### src/rtl/rtc_pkg.sv
// Shared BCD time/date helpers: field limits, validity check and BCD increment.
// The downstream date bank imports this package as well.
package rtc_pkg;

    localparam logic [7:0] SEG_MAX     = 8'h59;
    localparam logic [7:0] MIN_MAX     = 8'h59;
    localparam logic [7:0] HORA_MAX_24 = 8'h23;

    // Packed BCD comparison is numeric once both nibbles are known to be <= 9.
    function automatic logic bcd_valido(input logic [7:0] valor, input logic [7:0] max);
        return (valor[7:4] <= 4'd9) && (valor[3:0] <= 4'd9) && (valor <= max);
    endfunction

    function automatic logic [7:0] bcd_inc(input logic [7:0] valor);
        if (valor[3:0] >= 4'd9)
            return {valor[7:4] + 4'd1, 4'h0};
        return {valor[7:4], valor[3:0] + 4'd1};
    endfunction

endpackage

### src/rtl/contador_bcd_campo.sv
// One packed-BCD time field: validated load from the bus, or increment with
// wrap to 00 at MAX. Carry out is combinational so the chain ripples in one cycle.
module contador_bcd_campo
    import rtc_pkg::*;
#(
    parameter logic [7:0] MAX = SEG_MAX
) (
    input  logic       clk,
    input  logic       reset,
    input  logic       inc,
    input  logic       load_n,
    input  logic [7:0] dato,
    output logic [7:0] valor,
    output logic       carry,
    output logic       rechazo
);

    logic dato_ok;
    logic tope;

    // An out-of-range field is treated like MAX: the next increment forces 00 with carry.
    always_comb begin
        dato_ok = bcd_valido(dato, MAX);
        tope    = !bcd_valido(valor, MAX) || (valor == MAX);
    end

    assign carry = inc && load_n && tope;

    always_ff @(posedge clk) begin
        if (reset) begin
            valor   <= '0;
            rechazo <= 1'b0;
        end else begin
            rechazo <= !load_n && !dato_ok;
            if (!load_n) begin
                if (dato_ok)
                    valor <= dato;
            end else if (inc) begin
                valor <= tope ? '0 : bcd_inc(valor);
            end
        end
    end

endmodule

### src/rtl/banco_registros_hora.sv
// Time-of-day register bank: seconds/minutes/hours in BCD, advanced by a 1 Hz tick,
// loaded from the PicoBlaze bus on active-low hold strobes; emits a day-carry pulse.
module banco_registros_hora
    import rtc_pkg::*;
#(
    parameter logic [7:0] HORA_MAX = HORA_MAX_24
) (
    input  logic       clk,
    input  logic       reset,
    input  logic       tick_1hz,
    input  logic [7:0] out_port,
    input  logic       hold_seg_hora,
    input  logic       hold_min_hora,
    input  logic       hold_hora_hora,
    output logic [7:0] seg_hora,
    output logic [7:0] min_hora,
    output logic [7:0] hora_hora,
    output logic       carry_dia,
    output logic       error_carga
);

    logic carry_seg, carry_min, carry_hora;
    logic rech_seg, rech_min, rech_hora;
    logic inc_min, inc_hora;

    // A field under load swallows any incoming carry.
    assign inc_min  = carry_seg & hold_min_hora;
    assign inc_hora = carry_min & hold_hora_hora;

    contador_bcd_campo #(.MAX(SEG_MAX)) u_seg (
        .clk     (clk),
        .reset   (reset),
        .inc     (tick_1hz),
        .load_n  (hold_seg_hora),
        .dato    (out_port),
        .valor   (seg_hora),
        .carry   (carry_seg),
        .rechazo (rech_seg)
    );

    contador_bcd_campo #(.MAX(MIN_MAX)) u_min (
        .clk     (clk),
        .reset   (reset),
        .inc     (inc_min),
        .load_n  (hold_min_hora),
        .dato    (out_port),
        .valor   (min_hora),
        .carry   (carry_min),
        .rechazo (rech_min)
    );

    contador_bcd_campo #(.MAX(HORA_MAX)) u_hora (
        .clk     (clk),
        .reset   (reset),
        .inc     (inc_hora),
        .load_n  (hold_hora_hora),
        .dato    (out_port),
        .valor   (hora_hora),
        .carry   (carry_hora),
        .rechazo (rech_hora)
    );

    assign error_carga = rech_seg | rech_min | rech_hora;

    always_ff @(posedge clk) begin
        if (reset)
            carry_dia <= 1'b0;
        else
            carry_dia <= carry_hora;
    end

endmodule

### config.mk
export PLATFORM = sky130hd
export DESIGN_NAME = banco_registros_hora
export DESIGN_NICKNAME = d
export VERILOG_FILES = /design/src/rtl/rtc_pkg.sv /design/src/rtl/contador_bcd_campo.sv /design/src/rtl/banco_registros_hora.sv
export SDC_FILE = /design/constraint.sdc
export NUM_CORES = 1
export LEC_CHECK = 0
export CAP_MARGIN = 25
export CORE_AREA = 2 2 54 81
export DETAILED_ROUTE_END_ITERATION = 10
export DIE_AREA = 0 0 56 83
export GPL_TIMING_DRIVEN = 0
export PLACE_DENSITY = 0.79
export SLEW_MARGIN = 20
export SYNTH_ARGS = -nofsm -noshare
export SYNTH_HDL_FRONTEND = slang
export SYNTH_SLANG_ARGS = --single-unit
### constraint.sdc
create_clock -name clk -period 2.7 [get_ports clk]
set_clock_uncertainty 0.2 [all_clocks]
set_input_delay 0.675 -clock clk [delete_from_list [all_inputs] [get_ports clk]]
set_output_delay 0.675 -clock clk [all_outputs]
set_load 0.02 [all_outputs]
==> summary.txt <==
status -> finished, final reports clean
Setup Viol. Count Final -> 0
clock latency on the worst-skew pair -> 0.28 ns
Post-Syn Nets -> 258
standard cell core area -> 3920 µm²
Crit. End Element -> flop
cell chosen for the clock root -> sky130_fd_sc_hd__clkbuf_8
antenna violations before repair -> 0
worst hold stages -> 1
synthesized instance count -> 226
post-DR wirelength/cell -> 16.5 µm
standard cell area after detailed placement -> 2390 µm²
last weighted congestion value of the routability-driven placer -> 0.918
ratio of cells with drive above 1 in the final layout -> 0.0743
ordered cell list for the critical path -> clkdlybuf4s50_1 -> o31a_1 -> or4_4 -> o21ai_4 -> o211ai_1 -> a22o_1
sort of element at the start of the critical path -> input port
mean instance size in the synthesized netlist -> 8.62 µm²
critical-path cell with the highest stage delay -> sky130_fd_sc_hd__clkdlybuf4s50_1
final layout net count -> 302
Horiz. Die Dim -> 56 µm
post-synth cell types -> 59
netlist area before placement -> 1950 µm²
first drt pass iteration count -> 4
number of primary I/O pins -> 40
post-route standard cell area excluding fillers -> 2470 µm²
primary flip-flop cell chosen by synthesis mapping -> sky130_fd_sc_hd__dfxtp_1
post-CTS repair timing setup buffer count -> 0
via count of the first global-routing pass -> 1834
overall overflow remaining after global route -> 0
post-synthesis async set-or-reset flop share -> 0
Max-Slew Margin vs Limit -> 0.611
number of placement rows -> 28
slew at the pin with the worst max-slew slack -> 0.578 ns
count of buffers inserted at the top-level ports -> 39
Crit path depth -> 6
proportion of synthesized chip area in sequential cells -> 0.288
via total after detailed routing -> 1960
number of enable-type register cells in the synthesized netlist -> 0
Die Area -> 4650 µm²
Fmax -> 0.397 GHz
CTS tree -> built
first-pass GRT wire length -> 8310 µm
number of warnings reported in the yosys synthesis log -> 0
number of cells on the worst reg-to-reg path -> 7
clock buffer depth -> 2
Worst Setup Slack post-DPL -> -0.127 ns
number of resized instances in the post-cts repair step -> 0
Bufs and invs on worst path -> 1
CP top delay family -> compound AO/OA/AOI/OAI gates
flip-flop and latch count after synthesis -> 28
worst setup slack after layout -> 0.180 ns
Critical Path RT -> 2.68 ns
maximum number of pins on one net before global-route repair -> 17
Final Hold Violating Endpoints -> 0
classification of the worst-slack hold path -> flop to flop
DRC viols -> 0
RSZ-0062 raised after global routing -> false
cts hold-fix bufs -> 0
Pins Over Slew Limit -> 0
minimum clock period after layout -> 2.52 ns
wire length reported by the detailed router -> 5170 µm
LEAKAGE -> 1.01 nW
height of the chip -> 83 µm
Inserted Diodes -> 0
GRT Resource Usage Total -> 0.219
peak ir drop on the vdd network -> 0.276 mV
Initial Util -> 0.496
Worst Path Max Fanout -> 5
number of sinks on the clock net -> 28
maximum single-stage delay on the critical path -> 0.51 ns
data arrival time of the worst path -> 2.50 ns
half-perimeter wire length after detailed placement -> 3920 µm
share of the clock period used by the worst path -> 0.933
Clock H-tree levels -> 1
Via density -> 6.24
TritonCTS Buffers -> 3
number of maximum-capacitance violations -> 0
layout overhead on the synthesized area -> 26.6%
kind of critical path -> input port to flop
DRT iter0 DRCs -> 61
clock transition at the registers of the reported paths -> 0.10 ns
power per cell area -> 399 nW/µm²
final antenna-violating net count -> 0
-- synth_stat cells (2+ instances only) --
cell type	number	area, µm²
sky130_fd_sc_hd__a21oi_1	16	80.1
sky130_fd_sc_hd__and3_1	3	18.8
sky130_fd_sc_hd__o21ai_0	8	40.0
sky130_fd_sc_hd__nor2b_1	4	25.0
sky130_fd_sc_hd__o211a_1	6	60.1
sky130_fd_sc_hd__clkbuf_1	4	15.0
sky130_fd_sc_hd__o21ai_1	2	10.0
sky130_fd_sc_hd__buf_1	2	7.51
sky130_fd_sc_hd__o311a_1	2	20.0
sky130_fd_sc_hd__nand2_1	20	75.1
sky130_fd_sc_hd__o211ai_1	5	37.5
sky130_fd_sc_hd__inv_1	25	93.8
sky130_fd_sc_hd__ha_1	18	225
sky130_fd_sc_hd__dfxtp_1	28	561
sky130_fd_sc_hd__nand4_1	3	18.8
sky130_fd_sc_hd__a21o_1	2	15.0
sky130_fd_sc_hd__a211oi_1	4	30.0
sky130_fd_sc_hd__nand3_1	5	25.0
sky130_fd_sc_hd__a32oi_1	2	17.5
sky130_fd_sc_hd__nor3b_1	6	45.0
sky130_fd_sc_hd__o22ai_1	4	25.0
sky130_fd_sc_hd__a211o_1	3	26.3
sky130_fd_sc_hd__nand4b_1	3	26.3
sky130_fd_sc_hd__o221ai_1	4	35.0
sky130_fd_sc_hd__o31ai_1	2	15.0
sky130_fd_sc_hd__nor2_1	6	22.5
sky130_fd_sc_hd__nor3_1	4	20.0
sky130_fd_sc_hd__a32o_1	2	20.0
sky130_fd_sc_hd__o21a_1	2	15.0
sky130_fd_sc_hd__a21boi_0	2	15.0
-- state kept, by name, indices dropped and copies added (netlist names) --
register and flops:
u_seg.valor 8, u_hora.valor 8, carry_dia 1, u_hora.rechazo 1, u_min.rechazo 1, u_seg.rechazo 1
u_min.valor 8
-- cells in the final DEF, fill, tap and decap left out, types with 4 or more instances in the layout --
master                             n
sky130_fd_sc_hd__dfxtp_1          28
sky130_fd_sc_hd__o21ai_0           8
sky130_fd_sc_hd__a21oi_1          16
sky130_fd_sc_hd__nor2_1            6
sky130_fd_sc_hd__nand3_1           5
sky130_fd_sc_hd__clkbuf_1          4
sky130_fd_sc_hd__ha_1             18
sky130_fd_sc_hd__o211a_1           6
sky130_fd_sc_hd__nand2_1          20
sky130_fd_sc_hd__o211ai_1          5
sky130_fd_sc_hd__nor3b_1           6
sky130_fd_sc_hd__nor2b_1           4
sky130_fd_sc_hd__o221ai_1          4
sky130_fd_sc_hd__nor3_1            4
sky130_fd_sc_hd__inv_1            25
sky130_fd_sc_hd__o22ai_1           4
sky130_fd_sc_hd__a211oi_1          4
sky130_fd_sc_hd__clkdlybuf4s50_1  39
-- report_power, final --
group	internal [mW]	switching (mW)	total [mW]
registers	0.427	0.0194	0.447
clock network	0.199	0.137	0.336
logic	0.0886	0.113	0.202
total	0.715	0.270	0.985
-- metrics by stage --
stage,std cells,utilization,hold WS (ns),TNS [ns],total power [mW]
after floorplan,226,-,0.365,0,0.569
after global placement,310,0.610,0.289,-0.586,0.652
after detailed placement,310,0.610,0.297,-0.775,0.655
after CTS,314,0.629,0.312,0,0.988
after global routing,314,0.629,0.335,0,1.03
final,314,0.629,0.311,0,0.985
-- path summary, 6_finish.rpt --
path | end | slack [ns] | startpoint
max reg2reg | u_min.valor[6]$_SDFFE_PP0P_ | 0.33 | u_seg.valor[1]$_SDFFE_PP0P_
min reg2reg | u_seg.valor[7]$_SDFFE_PP0P_ | 0.31 | u_seg.valor[7]$_SDFFE_PP0P_
min | u_seg.valor[7]$_SDFFE_PP0P_ | 0.31 | u_seg.valor[7]$_SDFFE_PP0P_
max | u_hora.valor[2]$_SDFFE_PP0P_ | 0.18 | out_port[4]
-- routing by layer --
metal / vias up / part of all wire / global-route usage
met5: - / 0 / 0
met2: 67 / 0.51 / 0.395
met4: 0 / 0.042 / 0.126
met3: 20 / 0.038 / 0.0218
met1: 938 / 0.41 / 0.243
li1: 935 / - / -
-- area by class of cell --
type / instances / area, µm²
clock inverter: 1 / 30.0
clock buffer: 3 / 41.3
timing repair buffer: 39 / 390
multi-input combinational: 166 / 1270
buffer: 6 / 22.5
tap: 45 / 56.3
sequential: 28 / 561
inverter: 26 / 97.6
fill: 375 / 1460
-- kinds of logic after synthesis --
| group | after synthesis | synth area share |
|---|---|---|
| adder cells (fa/ha/maj) | 18 | 0.116 |
| XOR/XNOR | 1 | 0.00450 |
| AO/OA/AOI/OAI | 85 | 0.344 |
| buffers and inverters | 32 | 0.0617 |
| AND/OR/NAND/NOR | 62 | 0.186 |
| flip-flops | 28 | 0.288 |
Power figures use the tool's default switching activity.
